$ cat config.mk
export PLATFORM = sky130hd
export DESIGN_NAME = oven_timer_ctrl
export DESIGN_NICKNAME = d
export VERILOG_FILES = /design/src/rtl/oven_timer_ctrl_pkg.sv /design/src/rtl/oven_timer_ctrl_btn_cond.sv /design/src/rtl/oven_timer_ctrl.sv
export SDC_FILE = /design/constraint.sdc
export NUM_CORES = 1
export LEC_CHECK = 0
export BUFFER_PORTS_ARGS = -buffer_cell sky130_fd_sc_hd__buf_2
export CAP_MARGIN = 5
export CORE_UTILIZATION = 49
export CTS_CLUSTER_DIAMETER = 100
export CTS_CLUSTER_SIZE = 12
export DETAILED_ROUTE_END_ITERATION = 8
export PLACE_DENSITY = 0.8
export REMOVE_ABC_BUFFERS = 1
export SLEW_MARGIN = 0
export SYNTH_ARGS = -nofsm -noshare
export SYNTH_HDL_FRONTEND = slang
export SYNTH_HIERARCHICAL = 1
export SYNTH_SLANG_ARGS = --single-unit
$ cat constraint.sdc
create_clock -name clk -period 2.3 [get_ports clk]
set_input_delay 0.23 -clock clk [delete_from_list [all_inputs] [get_ports clk]]
set_output_delay 0.23 -clock clk [all_outputs]
set_load 0.01 [all_outputs]
$ cat src/rtl/oven_timer_ctrl_pkg.sv
// Shared definitions for the oven cook-time controller: state encoding,
// thermostat defaults, minute limits and the saturating minute increment.
package oven_timer_ctrl_pkg;

  typedef enum logic [1:0] {
    ST_IDLE  = 2'd0,
    ST_RUN   = 2'd1,
    ST_PAUSE = 2'd2,
    ST_DONE  = 2'd3
  } oven_state_t;

  localparam int         MAX_MIN_DEF  = 99;
  localparam logic [7:0] SETPOINT_DEF = 8'd180;
  localparam logic [7:0] HYST_DEF     = 8'd5;

  localparam int MIN_W = 7;
  localparam int SEC_W = 6;

  // Add one minute, pinned at the configured limit.
  function automatic logic [MIN_W-1:0] min_sat_inc(input logic [MIN_W-1:0] m,
                                                   input logic [MIN_W-1:0] lim);
    return (m >= lim) ? lim : m + 1'b1;
  endfunction

endpackage

$ cat src/rtl/oven_timer_ctrl_btn_cond.sv
// Front-panel button conditioner: two-flop synchroniser, stability counter
// and a one-cycle pulse on the accepted press (debounced 0->1).
module oven_timer_ctrl_btn_cond #(
  parameter int DEBOUNCE_CYC = 500000
) (
  input  logic clk,
  input  logic rst,
  input  logic i_btn,
  output logic o_pulse
);

  localparam int             CNT_W    = (DEBOUNCE_CYC > 1) ? $clog2(DEBOUNCE_CYC) : 1;
  localparam logic [CNT_W-1:0] CNT_LAST = CNT_W'(DEBOUNCE_CYC - 1);

  logic             r_sync1;
  logic             r_sync2;
  logic             r_level;
  logic             r_pulse;
  logic [CNT_W-1:0] r_cnt;

  // Bring the raw contact into the clock domain.
  always_ff @(posedge clk or posedge rst) begin
    if (rst) begin
      r_sync1 <= 1'b0;
      r_sync2 <= 1'b0;
    end else begin
      r_sync1 <= i_btn;
      r_sync2 <= r_sync1;
    end
  end

  // Accept a new level only after it has differed for DEBOUNCE_CYC cycles in a row.
  always_ff @(posedge clk or posedge rst) begin
    if (rst) begin
      r_cnt   <= '0;
      r_level <= 1'b0;
      r_pulse <= 1'b0;
    end else begin
      r_pulse <= 1'b0;
      if (r_sync2 == r_level) begin
        r_cnt <= '0;
      end else if (r_cnt == CNT_LAST) begin
        r_cnt   <= '0;
        r_level <= r_sync2;
        r_pulse <= r_sync2;
      end else begin
        r_cnt <= r_cnt + 1'b1;
      end
    end
  end

  assign o_pulse = r_pulse;

endmodule

$ cat src/rtl/oven_timer_ctrl.sv
// Oven cook-time controller: minutes/seconds countdown with pause, end-of-cook
// buzzer, and a hysteresis thermostat gating the heater while running.
module oven_timer_ctrl
  import oven_timer_ctrl_pkg::*;
#(
  parameter int         CLK_DIV      = 50000000,
  parameter int         DEBOUNCE_CYC = 500000,
  parameter int         MAX_MIN      = MAX_MIN_DEF,
  parameter logic [7:0] SETPOINT     = SETPOINT_DEF,
  parameter logic [7:0] HYST         = HYST_DEF,
  parameter int         BUZZ_SEC     = 5
) (
  input  logic       clk,
  input  logic       rst,
  input  logic       btn_add,
  input  logic       btn_start,
  input  logic       btn_clear,
  input  logic [7:0] temp,
  output logic [7:0] digit_time,
  output logic       running,
  output logic       heat_on,
  output logic       buzzer
);

  localparam int               PRE_W    = (CLK_DIV > 1) ? $clog2(CLK_DIV) : 1;
  localparam logic [PRE_W-1:0] PRE_LAST = PRE_W'(CLK_DIV - 1);
  localparam int               BUZ_W    = (BUZZ_SEC > 1) ? $clog2(BUZZ_SEC) : 1;
  localparam logic [BUZ_W-1:0] BUZ_LAST = BUZ_W'(BUZZ_SEC - 1);
  localparam logic [MIN_W-1:0] MIN_LIM  = MIN_W'(MAX_MIN);
  localparam logic [7:0]       REARM    = SETPOINT - HYST;

  oven_state_t      r_state;
  logic [MIN_W-1:0] r_min;
  logic [SEC_W-1:0] r_sec;
  logic [PRE_W-1:0] r_pre;
  logic [BUZ_W-1:0] r_buzz;
  logic             r_flag;
  logic             r_running;
  logic             r_heat;
  logic             r_buzzer;

  logic             w_add;
  logic             w_start;
  logic             w_clr;
  logic             w_tick;
  logic             w_flag_nxt;
  logic [MIN_W-1:0] w_min_inc;

  oven_timer_ctrl_btn_cond #(.DEBOUNCE_CYC(DEBOUNCE_CYC)) u_btn_add (
    .clk(clk), .rst(rst), .i_btn(btn_add), .o_pulse(w_add)
  );
  oven_timer_ctrl_btn_cond #(.DEBOUNCE_CYC(DEBOUNCE_CYC)) u_btn_start (
    .clk(clk), .rst(rst), .i_btn(btn_start), .o_pulse(w_start)
  );
  oven_timer_ctrl_btn_cond #(.DEBOUNCE_CYC(DEBOUNCE_CYC)) u_btn_clear (
    .clk(clk), .rst(rst), .i_btn(btn_clear), .o_pulse(w_clr)
  );

  // One-second tick only exists while the prescaler is live (RUN and DONE).
  assign w_tick     = ((r_state == ST_RUN) || (r_state == ST_DONE)) && (r_pre == PRE_LAST);
  assign w_min_inc  = min_sat_inc(r_min, MIN_LIM);
  assign w_flag_nxt = (temp >= SETPOINT) ? 1'b0 :
                      (temp <= REARM)    ? 1'b1 : r_flag;

  // Thermostat hysteresis flag, tracked in every state.
  always_ff @(posedge clk or posedge rst) begin
    if (rst) r_flag <= 1'b1;
    else     r_flag <= w_flag_nxt;
  end

  // Cook FSM: clear > start > add; counters and outputs move with the state.
  always_ff @(posedge clk or posedge rst) begin
    if (rst) begin
      r_state   <= ST_IDLE;
      r_min     <= '0;
      r_sec     <= '0;
      r_pre     <= '0;
      r_buzz    <= '0;
      r_running <= 1'b0;
      r_heat    <= 1'b0;
      r_buzzer  <= 1'b0;
    end else begin
      r_heat <= r_running & w_flag_nxt;
      if (w_clr) begin
        r_state   <= ST_IDLE;
        r_min     <= '0;
        r_sec     <= '0;
        r_pre     <= '0;
        r_buzz    <= '0;
        r_running <= 1'b0;
        r_heat    <= 1'b0;
        r_buzzer  <= 1'b0;
      end else begin
        case (r_state)
          ST_IDLE: begin
            if (w_start) begin
              if (r_min != '0) begin
                r_state   <= ST_RUN;
                r_sec     <= '0;
                r_pre     <= '0;
                r_running <= 1'b1;
                r_heat    <= w_flag_nxt;
              end
            end else if (w_add) begin
              r_min <= w_min_inc;
            end
          end
          ST_RUN: begin
            if (w_start) begin
              r_state   <= ST_PAUSE;
              r_running <= 1'b0;
              r_heat    <= 1'b0;
            end else begin
              r_pre <= w_tick ? '0 : r_pre + 1'b1;
              if (w_tick && (r_sec != '0)) begin
                r_sec <= r_sec - 1'b1;
                if (w_add) r_min <= w_min_inc;
              end else if (w_tick && (r_min != '0)) begin
                r_sec <= SEC_W'(59);
                r_min <= w_add ? r_min : r_min - 1'b1;
              end else if (w_tick) begin
                r_state   <= ST_DONE;
                r_buzz    <= '0;
                r_running <= 1'b0;
                r_heat    <= 1'b0;
                r_buzzer  <= 1'b1;
              end else if (w_add) begin
                r_min <= w_min_inc;
              end
            end
          end
          ST_PAUSE: begin
            if (w_start) begin
              r_state   <= ST_RUN;
              r_running <= 1'b1;
              r_heat    <= w_flag_nxt;
            end else if (w_add) begin
              r_min <= w_min_inc;
            end
          end
          ST_DONE: begin
            if (w_add || w_start) begin
              r_state  <= ST_IDLE;
              r_pre    <= '0;
              r_buzz   <= '0;
              r_buzzer <= 1'b0;
            end else begin
              r_pre <= w_tick ? '0 : r_pre + 1'b1;
              if (w_tick) begin
                if (r_buzz == BUZ_LAST) begin
                  r_state  <= ST_IDLE;
                  r_buzz   <= '0;
                  r_buzzer <= 1'b0;
                end else begin
                  r_buzz <= r_buzz + 1'b1;
                end
              end
            end
          end
          default: r_state <= ST_IDLE;
        endcase
      end
    end
  end

  assign digit_time = {1'b0, r_min};
  assign running    = r_running;
  assign heat_on    = r_heat;
  assign buzzer     = r_buzzer;

endmodule

==> results.yml <==
grt:
  grt_max_degree: 26
  grtUsageTotal_pct: 22.2
  grt_pass1_wl_mm: 25.3
  grt_pass1_vias: 5442
  grt-ovfl-total: 0
  antenna_found_initial: 0
power:
  power_density_nw_per_um2: 601
  p_int_mw: 3.85
  p_comb_share_pct: 2.2
  leakagePower_nw: 3.59
  pwr-share-clk_pct: 55.1
  p_sw_mw: 1.07
  pwr-share-seq_pct: 42.8
  swShare_pct: 21.7
  vdd_drop_max_v: 0.000591
clock_network:
  clock_path_buffers: 2
  htreeDepth: 4
  clk_latency_ns: 0.42
  cts_buffers: 17
  path_clk_slew_ns: 0.05
  clock-root-buffer: "clkbuf_16"
  cts_tree: "done"
  cts_sinks: 117
run_status:
  status: "finished with violations"
  violations: "negative setup slack"
timing:
  fin_crit_sh_pct: 106
  setup_viol: 34
  rsz0062_at_grt: "true"
  finalCriticalPeriod_ns: 2.44
  setup_tns_ns: -2.24
  slew_viol_final: 0
  skew_ns: 0.00978
  hold_viol_final: 0
  clock.fmax_mhz: 411
  timing.final.ws_setup_ns: -0.135
  tightest_slew_ns: 0.889
  relSlewSlack_pct: 40.7
synthesis:
  synth-seq-cells: 117
  synth_cell_types: 72
  synth_enable_flop_cells: 0
  syn_inst: 707
  synthFlopType: "dfrtp_1"
  yosysSeqAreaShare_pct: 44.0
  synth_area_sq_um: 6660
  synth_area_per_cell_sq_um: 9.42
  synthArstFlopShare_pct: 100
  ys.warnings.count: 6
final_layout:
  nets: 828
  final_cell_mix: "116 x dfrtp_1, 100 x nor2_1, 68 x buf_4, 53 x nand2_1, 38 x xnor2_1"
  postLayoutCellArea_sq_um: 8190
  fillers: 1059
  area_delta_synth_final_pct: 23.0
  antenna_cells: 0
  final_common_cell: "dfrtp_1"
  drive_above_1_share_pct: 22.1
floorplan:
  dieArea_sq_um: 14100
  row_count: 42
  core_area_sq_um: 13200
  fp.dieW_um: 119
  die_h_um: 119
  pin_count: 24
  initial_utilization_pct: 50.3
detailed_routing:
  drcViolationCount: 0
  dr.pass1.iters: 5
  wirelength_mm: 14.7
  postRouteAntennaNets: 0
  first_iter_violations: 423
  wl_per_cell_um: 14.8
  drt-vias-per-instance: 5.68
  vias: 5613
worst_setup_path:
  crit_type: "flop to flop"
  end_kind: "flop"
  cp-start-kind: "flop"
  cp.arrival_ns: 2.78
  cp_max_fo: 6
  required_ns: 2.64
placed_design:
  dp_hpwl_mm: 9.94
  gp_congestion: 0.904
  io_buffers: 20
  place_area_sq_um: 7380
flow_run:
  drv_cap: 0
hold_path:
  hp-class: "input port to flop"
==> final timing paths <==
kind                       slack [ns]                           from                             to  cells past startpoint
max in group asynchronous        1.15                            rst  u_btn_add/r_cnt[16]$_DFF_PP0_                      3
setup / recovery                -0.14           r_pre[0]$_DFFE_PP0P_           r_sec[0]$_DFFE_PP0P_                      7
setup reg to reg                -0.14           r_pre[0]$_DFFE_PP0P_           r_sec[0]$_DFFE_PP0P_                      7
hold reg to reg                  0.35  u_btn_start/r_sync1$_DFF_PP0_  u_btn_start/r_sync2$_DFF_PP0_                      0
hold / removal                   0.08                        temp[7]               r_flag$_DFF_PP1_                      2
min in group asynchronous        0.43                            rst           r_pre[1]$_DFFE_PP0P_                      3
==> cell usage after synthesis (4+ instances only) <==
cell type | instances | area [sq um]
o21ai_1 | 8 | 40.0
or2_2 | 4 | 25.0
a31oi_1 | 7 | 43.8
nand3_1 | 37 | 185
nor2_1 | 103 | 387
o31ai_1 | 5 | 37.5
dfrtp_1 | 116 | 2900
nand4_4 | 6 | 128
nand4b_1 | 9 | 78.8
clkbuf_1 | 14 | 52.6
nand4_1 | 16 | 100
nand3_2 | 4 | 40.0
o21ai_0 | 25 | 125
and2_1 | 5 | 31.3
nor4_1 | 18 | 113
mux2i_1 | 5 | 50.1
a21oi_1 | 26 | 130
nor3_1 | 21 | 105
nand2_1 | 55 | 206
or4_4 | 4 | 45.0
buf_4 | 4 | 30.0
o211ai_1 | 4 | 30.0
xnor2_1 | 38 | 333
ha_1 | 15 | 188
inv_1 | 31 | 116
a211oi_1 | 5 | 37.5
and3_1 | 15 | 93.8
mux2_2 | 4 | 45.0
nand2b_1 | 8 | 50.1
xor2_1 | 22 | 193
==> timing repair <==
action	4_1_cts	5_1_grt
gates cloned	0	2
pin swaps	0	13
setup endpoints to repair	13	38
hold buffers	4	0
setup buffers	0	5
endpoints found under the hold margin	26	0
resized for setup	4	19
==> cell type report <==
class | instances | area, sq um | area share (%)
Multi-Input combinational cell | 537 | 3590 | 43.8
Clock inverter | 14 | 178 | 2.17
Timing Repair Buffer | 96 | 718 | 8.77
Tap cell | 176 | 220 | 2.69
Sequential cell | 117 | 2930 | 35.8
Clock buffer | 18 | 439 | 5.36
Inverter | 31 | 116 | 1.42
==> power by group through the flow <==
stage          registers [mW]  logic (mW)  clock network, mW
3_5_place_dp             2.14       0.106                  0
6_report                 2.10       0.108               2.71
2_1_floorplan            2.14      0.0726                  0
3_3_place_gp             2.14       0.104                  0
4_1_cts                  2.10       0.112               2.76
5_1_grt                  2.10       0.125               2.85
==> state kept, by name, summed over array words and instances, names as in the netlist, 2 cells and up <==
| signal | cells |
|---|---|
| r_min | 7 |
| r_buzz | 3 |
| u_btn_start/r_cnt | 19 |
| r_pre | 26 |
| r_state | 2 |
| u_btn_clear/r_cnt | 19 |
| u_btn_add/r_cnt | 19 |
| r_sec | 6 |
==> worst max-delay path, cell delays in order (launching register included) <==
cell and delay [ns]:
dfrtp_1 0.36, ha_2 0.19, nand2_2 0.06, or3_4 0.34
or4_4 0.61, or3_4 0.42, or3_1 0.31, o21ai_1 0.07
==> logic make-up (layout without fill, tap and decap cells) <==
logic type,Yosys count,in the layout,synth area share (%)
other,1,1,0.0563
XOR/XNOR,60,60,7.89
AO/OA/AOI/OAI,116,116,11.9
multiplexers,9,9,1.43
flip-flops,117,117,44.0
buffers and inverters,53,159,3.27
AND/OR/NAND/NOR,336,336,28.6
adder cells (fa/ha/maj),15,15,2.82
==> through the flow <==
| stage | setup WS (ns) | hold slack, ns | total power, mW | util, % | std cells |
|---|---|---|---|---|---|
| 2_1_floorplan | -0.377 | 0.232 | 2.21 | - | 685 |
| 3_3_place_gp | -0.101 | 0.332 | 2.24 | 55.7 | 946 |
| 3_5_place_dp | -0.112 | 0.335 | 2.25 | 55.7 | 946 |
| 4_1_cts | -0.113 | 0.0763 | 4.97 | 60.8 | 982 |
| 5_1_grt | -0.198 | 0.0740 | 5.08 | 61.9 | 989 |
| 6_report | -0.135 | 0.0841 | 4.92 | 61.9 | 989 |
==> metal layers <==
| layer | track usage [%] | share of wire [%] | vias to the layer above |
|---|---|---|---|
| li1 | - | - | 2720 |
| met1 | 28.9 | 45 | 2736 |
| met2 | 35.6 | 50 | 136 |
| met3 | 5.26 | 3.6 | 21 |
| met4 | 9.34 | 1.6 | 0 |
| met5 | 0 | 0 | - |
Power figures use the tool's default switching activity.
